$ cat config.mk
export PLATFORM = sky130hd
export DESIGN_NAME = adc_fifo_byte_serializer
export DESIGN_NICKNAME = d
export VERILOG_FILES = /design/src/rtl/adc_fifo_byte_serializer.sv
export SDC_FILE = /design/constraint.sdc
export NUM_CORES = 1
export LEC_CHECK = 0
export ABC_AREA = 1
export CORE_MARGIN = 4
export CORE_UTILIZATION = 50
export CTS_BUF_LIST = sky130_fd_sc_hd__clkbuf_8
export CTS_CLUSTER_SIZE = 30
export DETAILED_ROUTE_END_ITERATION = 10
export PLACE_DENSITY = 0.87
export SYNTH_ARGS = -nofsm -noshare
export SYNTH_HDL_FRONTEND = slang
export SYNTH_SLANG_ARGS = --single-unit
$ cat constraint.sdc
create_clock -name clk_usb -period 3.4 [get_ports clk_usb]
set_clock_uncertainty 0.2 [all_clocks]
set_input_delay 0.68 -clock clk_usb [delete_from_list [all_inputs] [get_ports clk_usb]]
set_output_delay 0.68 -clock clk_usb [all_outputs]
set_load 0.05 [all_outputs]
$ cat src/rtl/adc_fifo_byte_serializer.sv
// adc_fifo_byte_serializer: pops packed ADC sample words from an FWFT FIFO and returns them one byte per request.
module adc_fifo_byte_serializer #(
  parameter int pWORD_SAMPLES = 4
) (
  input  logic                          clk_usb,
  input  logic                          reset_i,
  input  logic [12*pWORD_SAMPLES-1:0]   word_data,
  input  logic                          word_empty,
  output logic                          word_rd_en,
  input  logic                          byte_req,
  input  logic                          low_res,
  input  logic                          low_res_lsb,
  input  logic                          clear_errors,
  output logic [7:0]                    byte_data,
  output logic                          byte_valid,
  output logic [7:0]                    underflow_count,
  output logic [31:0]                   fifo_read_count,
  output logic                          holding
);
  localparam int W = 12*pWORD_SAMPLES;
  localparam int NF = 3*pWORD_SAMPLES/2;
  localparam int IW = $clog2(NF+1);
  localparam logic [IW-1:0] LAST_F = IW'(NF-1);
  localparam logic [IW-1:0] LAST_L = IW'(pWORD_SAMPLES-1);
  typedef enum logic {EMPTY, LOADED} state_t;
  state_t state, state_n;
  logic [W-1:0] word_q, word_n;
  logic low_q, low_n, lsb_q, lsb_n, pop, uf, last;
  logic [IW-1:0] idx, idx_n, last_new;
  logic [7:0] byte_n;
  // Byte i of a word in the given mode; full-res packs each sample pair into three bytes.
  function automatic logic [7:0] pick(input logic [W-1:0] w, input logic [IW-1:0] i, input logic low, input logic lsb);
    logic [8*NF-1:0] fs, ls;
    logic [11:0] a, b, s;
    fs = '0;
    ls = '0;
    for (int p = 0; p < pWORD_SAMPLES/2; p++) begin
      a = w[24*p +: 12];
      b = w[24*p+12 +: 12];
      fs[24*p +: 24] = {b[7:0], a[3:0], b[11:8], a[11:4]};
    end
    for (int j = 0; j < pWORD_SAMPLES; j++) begin
      s = w[12*j +: 12];
      ls[8*j +: 8] = lsb ? s[7:0] : s[11:4];
    end
    return low ? ls[8*i +: 8] : fs[8*i +: 8];
  endfunction
  assign last = idx == (low_q ? LAST_L : LAST_F);
  assign last_new = low_res ? LAST_L : LAST_F;
  always_comb begin
    state_n = state;
    word_n = word_q;
    low_n = low_q;
    lsb_n = lsb_q;
    idx_n = idx;
    byte_n = byte_data;
    pop = 1'b0;
    uf = 1'b0;
    if (state == EMPTY) begin
      if (!word_empty) begin
        pop = 1'b1;
        word_n = word_data;
        low_n = low_res;
        lsb_n = low_res_lsb;
        idx_n = '0;
        state_n = LOADED;
        if (byte_req) begin
          byte_n = pick(word_data, '0, low_res, low_res_lsb);
          idx_n = last_new == '0 ? '0 : IW'(1);
          state_n = last_new == '0 ? EMPTY : LOADED;
        end
      end else if (byte_req) begin
        uf = 1'b1;
        byte_n = 8'h00;
      end
    end else if (byte_req) begin
      byte_n = pick(word_q, idx, low_q, lsb_q);
      idx_n = last ? '0 : idx + IW'(1);
      state_n = last ? EMPTY : LOADED;
    end
  end
  assign word_rd_en = pop & ~reset_i;
  assign holding = state == LOADED;
  always_ff @(posedge clk_usb) begin
    if (reset_i) begin
      state <= EMPTY;
      word_q <= '0;
      low_q <= 1'b0;
      lsb_q <= 1'b0;
      idx <= '0;
      byte_data <= '0;
      byte_valid <= 1'b0;
      underflow_count <= '0;
      fifo_read_count <= '0;
    end else begin
      state <= state_n;
      word_q <= word_n;
      low_q <= low_n;
      lsb_q <= lsb_n;
      idx <= idx_n;
      byte_data <= byte_n;
      byte_valid <= byte_req;
      fifo_read_count <= fifo_read_count + 32'(byte_req);
      underflow_count <= clear_errors ? {7'b0, uf} :
                         (uf && underflow_count != 8'hff) ? underflow_count + 8'd1 : underflow_count;
    end
  end
endmodule

======== Word level (Yosys, flattened, before mapping) ========
Cells that the tools add are included.
storage, ports and cells
  bits in registers ....................... 103
  bits in latches ......................... 0
  bits in writable memories ............... 0
  ROM bits ................................ 0
  input bits .............................. 55
  output and inout bits ................... 51
  memories ................................ 0
operators by class
  $add $sub $neg .......................... 3
  $mul .................................... 0
  div/mod/pow operators ................... 0
  magnitude comparators ................... 0
  equal/unequal tests ..................... 4
  shift operators ......................... 2
  multiplexer cells ....................... 33
  bitwise logic cells ..................... 4
  reduce and logical (&&, ||, !) cells .... 6
operators by type and width
  operator                                                number
  2-to-1 mux 8 bit                                        12
  indexed part select 48 x 7 -> 8 bit                     2
  adder 32 x 1 -> 32 bit                                  1
  2-to-1 mux 3 bit                                        6
  2-to-1 mux 1 bit                                        15
  adder 8 x 1 -> 8 bit (second input constant)            1
  inequality test 8 bit (second input constant)           1
  AND reduction 2 bit                                     2
  adder 3 x 1 -> 3 bit (second input constant)            1
  equality test 3 bit                                     1
  logical NOT 3 bit                                       1
  NOT 1 bit                                               3
  inequality test 2 x 1 -> 1 bit (second input constant)  1
  inequality test 2 bit (second input constant)           1
  nonzero test 2 bit                                      1
  OR reduction 2 bit                                      1
  AND 1 bit                                               1
  logical AND 1 bit                                       1

======== Longest topological paths before layout ========
Gate-level depths: netlist of the first run.
  depth after elaboration ................. 6
  mapped depth ............................ 12
  mapped depth without buffers ............ 10

======== Worst setup path after synthesis of the first run ========
Ideal clock, no wire load.
  path type ............................... input to output
  start point ............................. in word_empty
  end point ............................... out word_rd_en
  data arrival time ....................... 1.933 ns
  path slack .............................. 0.587 ns
  stages on the path ...................... 4
  cell sequence ........................... nor2_1 inv_1 clkbuf_1 nor2_1
between the ends
  word-level cells in the longest chain between the ends .. 3
RTL lines
  element             RTL line  text
  start: declaration  8         input logic word_empty,
  2-to-1 mux 1 bit    60        if (!word_empty) begin
  2-to-1 mux 1 bit    59        if (state == EMPTY) begin
  AND 1 bit           82        assign word_rd_en = pop & ~reset_i;
  end: declaration    9         output logic word_rd_en,
No other way between the ends.

======== Worst setup path after layout of the first run ========
Same ends and word-level chain as after synthesis.

==> impl_metrics.yaml, run 1 <==
run_status:
  outcome: "completed"
timing:
  hold_violations: 0
  fin_crit_sh_pct: 77.6
  max_freq_mhz: 379
  worstMarginPinSlew_ns: 0.719
  hold-worst-slack_ns: 0.265
  fin_crit_ns: 2.64
  rsz0062_at_grt: "no"
  slew-limit-headroom_pct: 52.0
  maxSlewViolCount: 0
  fin_tns_setup_ns: 0
  setup_violations: 0
global_route:
  grt_usage_pct: 23.0
  grt_max_degree: 87
  grt.overflow.total: 0
  grt_pass1_wl_mm: 24.4
  antenna_found_initial: 0
  grt_pass1_vias: 5275
floorplanning:
  die-area_um2: 12800
  ios: 106
  die_h_um: 113
  row_count: 38
  die_x_um: 113
  core_area_um2: 10800
  initial_core_util_pct: 51.0
route:
  drtIter0Drc: 477
  via_per_inst: 5.35
  wire_per_inst_um: 13.7
  routed_wl_mm: 14.9
  dr.pass1.iters: 6
  vias: 5842
  ant_nets: 0
  drc: 0
cells_and_area:
  nets: 1007
  area_growth_pct: 23.9
  layout_commonest_cell: "nand2_1"
  fin_util_pct: 63.2
  antenna-diode-count: 0
  layout_common_cells: "nand2_1 (237), a21oi_1 (112), clkdlybuf4s50_1 (104), dfxtp_1 (103), inv_1 (99)"
  drive_gt1_share_pct: 4.63
clocking:
  numCtsBuffers: 9
  cts_sinks: 103
  clk_latency_ns: 0.37
  clk_pin_slew_ns: 0.09
  root_buffer: "clkbuf_8"
  htreeDepth: 3
  post_cts_buffers: 0
  cts_hold_buffers: 0
  clockBufferDepth: 2
  cts_resized: 0
  cts_tree: "built"
logic_synthesis:
  async_reset_ff_share_pct: 0
  ys_warn_count: 0
  ys_ff_latch: 103
  synth-edff-count: 0
  syn_inst: 866
  synth_cell_types: 36
  netlist_area_um2: 5530
  synth-main-ff-cell: "dfxtp_1"
  yosysSeqAreaShare_pct: 37.3
  syn_area_per_cell_um2: 6.38
  synth_fp_nets: 926
pwr:
  pwr_density_cell_nw_per_um2: 378
  p_sw_mw: 0.723
  intPower_mw: 1.86
  clock_power_share_pct: 32.3
  ir_drop_uv: 257
  seq_power_share_pct: 50.4
  swShare_pct: 28.0
  leakagePower_nw: 2.70
  power_mw: 2.59
  p_comb_share_pct: 17.3
setup_path:
  cp.arrival_ns: 1.76
  crit_type: "in -> out"
  cp_slowest_stage_delay_ns: 0.42
  path_buf_inv: 3
  worstSetupEndpointType: "output port"
  path_cells: "clkdlybuf4s50_1, nor2_1, inv_2, nor2_1, buf_12"
  critPathTopFamily: "buffers and inverters"
  crit_top_cell: "nor2_1"
  setup.worst_path.start_class: "input port"
  cp.required_ns: 2.52
  cp_max_fo: 2
  critPathSlowestCell: "clkdlybuf4s50_1"
placed_design:
  io_buffers: 105
  hpwl_mm: 10.9
  gp_routability_congestion: 0.951
hold_path:
  hp-class: "reg -> reg"
run:
  cap_viol_max_count: 0
metal layers:
metal  wire length (µm)  GRT usage, %  vias up
li1                   -             -     2960
met1               6870          32.1     2641
met2               6650          35.6      217
met3               1180          5.08       24
met4                238          6.81        0
met5                  0             0        -
tightest hold or removal path, stage by stage (launching register included):
cell     delay [ns]
dfxtp_1        0.31
inv_1          0.06
a21oi_1        0.06
kinds of logic after synthesis:
family / after synthesis / synth area share (%)
and+or+nand+nor: 401 / 31.3
xor gates and xnor gates: 5 / 0.792
AOI/OAI and AO/OA: 204 / 19.0
DFF: 103 / 37.3
adders and majority gates: 5 / 1.13
buffers and inverters: 148 / 10.5
worst paths after layout:
path                    from           end  slack (ns)  cells past startpoint
hold / removal    word_q[11]    word_q[11]        0.26                      2
hold reg to reg   word_q[11]    word_q[11]        0.26                      2
setup / recovery  word_empty    word_rd_en        0.76                      5
setup reg to reg       low_q  byte_data[5]        1.12                      9
cell usage after synthesis, types with 2 or more instances:
master | instances | share of area [%]
nor3_2 | 3 | 0.54
nor3_1 | 13 | 1.2
nand2_2 | 4 | 0.45
buf_2 | 17 | 1.5
a21oi_1 | 112 | 10
clkbuf_1 | 23 | 1.6
nor3b_1 | 3 | 0.41
a31oi_1 | 2 | 0.23
inv_2 | 5 | 0.34
nand3_1 | 61 | 5.5
o21ai_0 | 78 | 7.1
xor2_1 | 3 | 0.48
buf_1 | 2 | 0.14
ha_1 | 5 | 1.1
nor2_1 | 51 | 3.5
inv_1 | 99 | 6.7
nor2_2 | 4 | 0.45
nand4_1 | 9 | 1.0
xnor2_1 | 2 | 0.32
nand2_1 | 237 | 16
o211ai_1 | 7 | 0.95
o21a_1 | 2 | 0.27
dfxtp_1 | 103 | 37
or2_0 | 8 | 0.91
nand3b_1 | 2 | 0.27
through the flow:
stage	area (µm²)	worst slack (ns)	std cells
detailed placement	6640	0.519	1076
floorplan	5530	0.587	866
finish	6850	0.760	1091
global placement	6640	0.598	1076
global route	6850	0.693	1091
CTS	6850	0.756	1091
flip-flops by register name, summed over array words and instances, names as in the netlist:
register,count
lsb_q,1
fifo_read_count,32
underflow_count,8
low_q,1
idx,3
word_q,48
byte_data,8
holding,1
byte_valid,1
power groups by stage:
stage | logic [mW] | registers, mW | clock network, mW
floorplan | 0.264 | 1.35 | 0
global placement | 0.436 | 1.33 | 0
detailed placement | 0.442 | 1.33 | 0
CTS | 0.445 | 1.30 | 0.847
global route | 0.502 | 1.31 | 0.898
finish | 0.447 | 1.30 | 0.836
area by class of cell:
class	count	area, µm²
multi-input cells	615	2890
repair buffers	113	1120
inverters	105	394
clock buffers	10	138
flip-flops and latches	103	2060
fillers	1011	3990
well taps	140	175
clock inverters	5	73.8
No activity file was read; power rests on OpenSTA's default activity.
==> inputs of run 2 (changes only) <==
--- a/config.mk
+++ b/config.mk
@@ -7,11 +7,11 @@
 export LEC_CHECK = 0
 export ABC_AREA = 1
 export CORE_MARGIN = 4
-export CORE_UTILIZATION = 50
+export CORE_UTILIZATION = 49
 export CTS_BUF_LIST = sky130_fd_sc_hd__clkbuf_8
 export CTS_CLUSTER_SIZE = 30
 export DETAILED_ROUTE_END_ITERATION = 10
-export PLACE_DENSITY = 0.87
+export PLACE_DENSITY = 0.89
 export SYNTH_ARGS = -nofsm -noshare
 export SYNTH_HDL_FRONTEND = slang
 export SYNTH_SLANG_ARGS = --single-unit
==> constraint.sdc (replaced) <==
create_clock -name clk_usb -period 2.4 [get_ports clk_usb]
set_clock_uncertainty 0.2 [all_clocks]
set_input_delay 0.48 -clock clk_usb [delete_from_list [all_inputs] [get_ports clk_usb]]
set_output_delay 0.48 -clock clk_usb [all_outputs]
set_load 0.05 [all_outputs]
==> run 2 against run 1 <==
Compared with the run above:
- register-to-register slack lost 0.66 ns
- via count grew 1.5%
- sequential share of layout area shrank 0.66 points
- sequential cell count is the same
- design area grew 2.2%
- non-clock buffer count grew 20
- hold slack gained 0.0039 ns
- clock power grew 33%
- core utilization grew 0.85 points
- count of clock-buffer cells in the layout is the same
==> impl_metrics.yaml, run 2 (synthesis gave the netlist of run 1 again) <==
timing:
  hold_violations: 0
  setup_violations: 0
  worstMarginPinSlew_ns: 0.549
  maxSlewViolCount: 0
  fin_crit_ns: 2.34
  fin_tns_setup_ns: 0
  rsz0062_at_grt: "no"
  max_freq_mhz: 428
  fin_crit_sh_pct: 97.4
  slew-limit-headroom_pct: 63.3
pwr:
  power_mw: 3.61
  pwr_density_cell_nw_per_um2: 516
  leakagePower_nw: 2.90
  ir_drop_uv: 501
clocking:
  cts_hold_buffers: 0
  clk_latency_ns: 0.37
  cts_sinks: 103
  post_cts_buffers: 0
  clockBufferDepth: 2
  cts_tree: "built"
  htreeDepth: 3
  root_buffer: "clkbuf_8"
  numCtsBuffers: 9
  clk_pin_slew_ns: 0.10
global_route:
  grt.overflow.total: 0
  antenna_found_initial: 0
  grt_usage_pct: 23.9
  grt_max_degree: 46
  grt_pass1_wl_mm: 25.6
  grt_pass1_vias: 5376
route:
  vias: 5929
  routed_wl_mm: 15.5
  drtIter0Drc: 685
  via_per_inst: 5.33
  ant_nets: 0
  wire_per_inst_um: 14.0
  drc: 0
  dr.pass1.iters: 8
cells_and_area:
  largest_register: "word_q"
  layout_commonest_cell: "nand2_1"
  postLayoutCellArea_um2: 7000
  nets: 1027
  largest_register_ffs: 48
  area_growth_pct: 26.7
  n_fill_cell: 1007
  top_regs: "word_q (48), fifo_read_count (32)"
  antenna-diode-count: 0
  drive_gt1_share_pct: 6.69
  layout_common_cells: "nand2_1 (237), a21oi_1 (112), dfxtp_1 (103), inv_1 (100), clkdlybuf4s50_1 (98)"
setup_path:
  critPathSlowestCell: "clkdlybuf4s50_1"
  crit_type: "reg -> out"
  cp.required_ns: 1.72
  setup.worst_path.start_class: "flop"
  r2r_slack_ns: 0.46
  reg2reg_to: "fifo_read_count[16]"
  cp_max_fo: 6
  rr_worst_depth: 10
  cp_slowest_stage_delay_ns: 0.84
  critPathTopFamily: "buffers and inverters"
  startpoint: "fifo_read_count[25]"
  crit_cells: 1
  worstSetupEndpointType: "output port"
  timing.rr.start: "fifo_read_count[0]"
  crit_end: "fifo_read_count[25]"
  path_cells: "clkdlybuf4s50_1"
  path_buf_inv: 1
  cp.arrival_ns: 1.66
placed_design:
  hpwl_mm: 11.7
  gp_routability_congestion: 0.972
  place_area_um2: 6790
  io_buffers: 105
run_status:
  outcome: "completed"
run:
  cap_viol_max_count: 0
hold_path:
  hp-class: "reg -> reg"
floorplanning:
  die_h_um: 114
  row_count: 38
  ios: 106
  initial_core_util_pct: 50.6
  core_area_um2: 10900
  die-area_um2: 13000
  die_x_um: 114
[run 2: cell types whose count changed in the layout (fill, tap and decap cells not counted), moves of 2 or more]
cell	change
buf_4	+20
clkdlybuf4s50_1	-6
clkinv_2	-2
clkinv_4	+2
dlymetal6s2s_1	+5
[run 2: layout make-up]
cell class	count	area (µm²)	share of cell area, %
inverter	105	394	5.63
clock inverter	6	62.6	0.893
timing repair buffer	133	1280	18.3
clock buffer	10	138	1.97
multi-input combinational	615	2890	41.3
tap	140	175	2.50
sequential	103	2060	29.4
[run 2: metal layers]
metal	part of all wire (%)	vias to the layer above	track usage, %
met5	0	-	0
met4	1.9	0	6.57
met3	8.2	26	5.23
met2	46	230	38.2
met1	44	2666	32.8
li1	-	3007	-
[run 2: stage by stage]
stage / hold WS (ns) / util [%] / worst slack (ns) / instances
after CTS: 0.272 / 63.9 / 0.00678 / 1112
after floorplan: 0.230 / - / 0.107 / 866
final: 0.269 / 64.0 / 0.0627 / 1112
after detailed placement: 0.258 / 62.1 / -0.0944 / 1096
after global placement: 0.247 / 62.1 / -0.00264 / 1096
after global routing: 0.297 / 64.0 / 0.00221 / 1112
[run 2: worst register-to-register path, stage by stage (launching register included)]
cell and delay (ns):
dfxtp_1 0.38, ha_1 0.18, ha_1 0.16, nand2_1 0.08, nor2_2 0.14, inv_1 0.07, nor3_2 0.16, nand3_2 0.12
nor2_1 0.16, nand2_1 0.08, a21oi_1 0.12
[run 2: timing repair]
item | CTS | global route
pin swaps | 0 | 0
resized for setup | 1 | 5
setup endpoints to repair | 1 | 5
[run 2: worst min path at each step]
stage,end,from,slack (ns),depth (start not counted)
2_1_floorplan,word_q[11],word_q[11],0.23,2
3_3_place_gp,underflow_count[4],underflow_count[4],0.25,2
3_5_place_dp,underflow_count[4],underflow_count[4],0.26,2
4_1_cts,underflow_count[4],underflow_count[4],0.27,2
5_1_grt,word_q[11],word_q[11],0.30,2
6_report,underflow_count[4],underflow_count[4],0.27,2
[run 2: power by group]
group	switching (mW)	internal (mW)
Clock	0.606	0.508
Sequential	0.0473	1.79
Combinational	0.403	0.256
Total	1.06	2.56
==> inputs of run 3 (changes only) <==
--- a/config.mk
+++ b/config.mk
@@ -9,7 +9,7 @@
 export CORE_MARGIN = 4
 export CORE_UTILIZATION = 49
 export CTS_BUF_LIST = sky130_fd_sc_hd__clkbuf_8
-export CTS_CLUSTER_SIZE = 30
+export CTS_CLUSTER_DIAMETER = 200
 export DETAILED_ROUTE_END_ITERATION = 10
 export PLACE_DENSITY = 0.89
 export SYNTH_ARGS = -nofsm -noshare
==> results of run 3 <==
Final layout, timing and power as in run 2 (identical DEF).
==> edit (config.mk and constraints of run 2) <==
Take the reset off `word_q` and `byte_data` and load them in a clocked block of their own.
--- a/src/rtl/adc_fifo_byte_serializer.sv
+++ b/src/rtl/adc_fifo_byte_serializer.sv
@@ -84,26 +84,27 @@
   always_ff @(posedge clk_usb) begin
     if (reset_i) begin
       state <= EMPTY;
-      word_q <= '0;
       low_q <= 1'b0;
       lsb_q <= 1'b0;
       idx <= '0;
-      byte_data <= '0;
       byte_valid <= 1'b0;
       underflow_count <= '0;
       fifo_read_count <= '0;
     end else begin
       state <= state_n;
-      word_q <= word_n;
       low_q <= low_n;
       lsb_q <= lsb_n;
       idx <= idx_n;
-      byte_data <= byte_n;
       byte_valid <= byte_req;
       fifo_read_count <= fifo_read_count + 32'(byte_req);
       underflow_count <= clear_errors ? {7'b0, uf} :
                          (uf && underflow_count != 8'hff) ? underflow_count + 8'd1 : underflow_count;
     end
   end
+
+  always_ff @(posedge clk_usb) begin
+    word_q    <= word_n;
+    byte_data <= byte_n;
+  end
 endmodule
 
Check against the original RTL: not equivalent (a bounded check fails within 4 cycles, from zero or initial values and one cycle with reset_i high).
==> edit against run 2 <==
  * Sequential power is 8% higher
  * Critical path depth stayed put
  * Final area decreased by 1.2%
  * Utilization is 0.78 points lower
  * Sequential cell count did not move
  * Clock power fell by 10%
  * Global-route usage down 1.5 points
  * Sequential share of layout area increased by 8.5 points
  * Synthesized area shrank 0.45%
  * Wire length decreased by 7.4%
  * Setup slack worse by 4.8 ps
  * Power shrank 1.1%
  * Non-clock buffer count shrank 12
  * Fmax down 0.20%
  * Largest power group unchanged
==> edit: results (changes against run 2) <==
stage	metric	value	unit	change
placed_design	Placed Area	0.00674	mm²	-0.76%
power	VDD IR max	0.293	mV	-42%
global_route	first-pass GRT wire length	23300	µm	-9.0%
placed_design	routability congestion estimate	0.950		-2.2%
logic_synthesis	Post-synth top cells	nand2_1 (243), inv_1 (101), nand3_1 (67)		
outcome	status	finished clean		
drt	post-DR wirelength/cell	14.5	µm	+3.4%
timing	f_max	427	MHz	-0.20%
setup_path	reg-to-reg slack, setup	350	ps	-110 ps
power	Leakage	2.83	nW	-2.3%
placed_design	dpl cells	980		-11%
logic_synthesis	Seq/Total Area, Yosys	0.476		+0.104
global_route	number of global-route vias before repair	4963		-7.7%
drt	Via density	5.22		-2.2%
logic_synthesis	Most used DFF post-synth	edfxtp_1		
drt	DRT Pass-1 Iters	7		-1
setup_path	RR Startpoint	lsb_q		
timing	Fin Hold WS	289	ps	+20.2 ps
setup_path	Worst R2R End	byte_data[1]		
global_route	All-Layer GR Usage	0.224		-0.0151
logic_synthesis	synth unique cells	34		-5.6%
global_route	largest net degree at the start of global routing	54		+17%
logic_synthesis	net count after synthesis	803		-13%
timing	Max-slew headroom	0.638		+0.00476
logic_synthesis	syn avg cell area	7.41	µm²	+16%
setup_path	Crit. Startpoint	fifo_read_count[20]		
logic_synthesis	EDFF count, synth	56		+56
placed_design	Detail Placement HPWL	10600	µm	-9.0%
worst_hold_path	worst hold start	fifo_read_count[31]		
setup_path	worst setup path endpoint	fifo_read_count[20]		
worst_hold_path	Hold Path End	fifo_read_count[31]		
==> edit: changes by cell type after synthesis, moves of 4 or more <==
cell | before | now
dfxtp_1 | 103 | 47
edfxtp_1 | 0 | 56
a21oi_1 | 112 | 58
o21ai_0 | 78 | 30
clkbuf_1 | 23 | 4
or2_0 | 8 | 0
buf_4 | 1 | 7
nand2_1 | 237 | 243
nand3_1 | 61 | 67
buf_2 | 17 | 12
nand4_1 | 9 | 5
==> edit: what timing repair did <==
item / in CTS / in global routing
hold endpoints to repair: 0 / 0
gates resized for setup: 0 / 3
endpoints found under the setup margin: 0 / 3
==> edit: cell families after synthesis <==
group           count (synthesis)  share of synthesized area
xor+xnor                        7                     0.0111
fa+ha+maj                       5                     0.0114
compound gates                100                     0.0955
simple gates                  395                      0.306
flops                         103                      0.476
buf+inv                       133                     0.0996
==> edit: where the power goes <==
part	total (mW)	switching (mW)	internal (mW)
registers	1.99	0.0453	1.94
logic	0.586	0.355	0.231
clock network	0.998	0.615	0.382
total	3.57	1.02	2.55
==> edit: worst min-delay path, delay by kind of cell (launching register included) <==
family           cells  cell delay, ps
AND/OR/NAND/NOR      1              70
flip-flops           1             340
AO/OA/AOI/OAI        1              50
==> edit: cell type report <==
class,instances,area (µm²),area share
Sequential cell,103,2620,0.379
Clock buffer,9,124,0.0179
Timing Repair Buffer,121,1190,0.173
Inverter,109,414,0.0599
Tap cell,140,175,0.0253
Multi-Input combinational cell,507,2340,0.338
Clock inverter,7,46.3,0.00669
==> edit: routing by layer <==
layer	global-route usage	wire length, µm	up-vias
met4	0.0705	282	0
met1	0.282	5940	2344
met3	0.0706	1330	26
met5	0	0	-
li1	-	-	2599
met2	0.369	6840	227
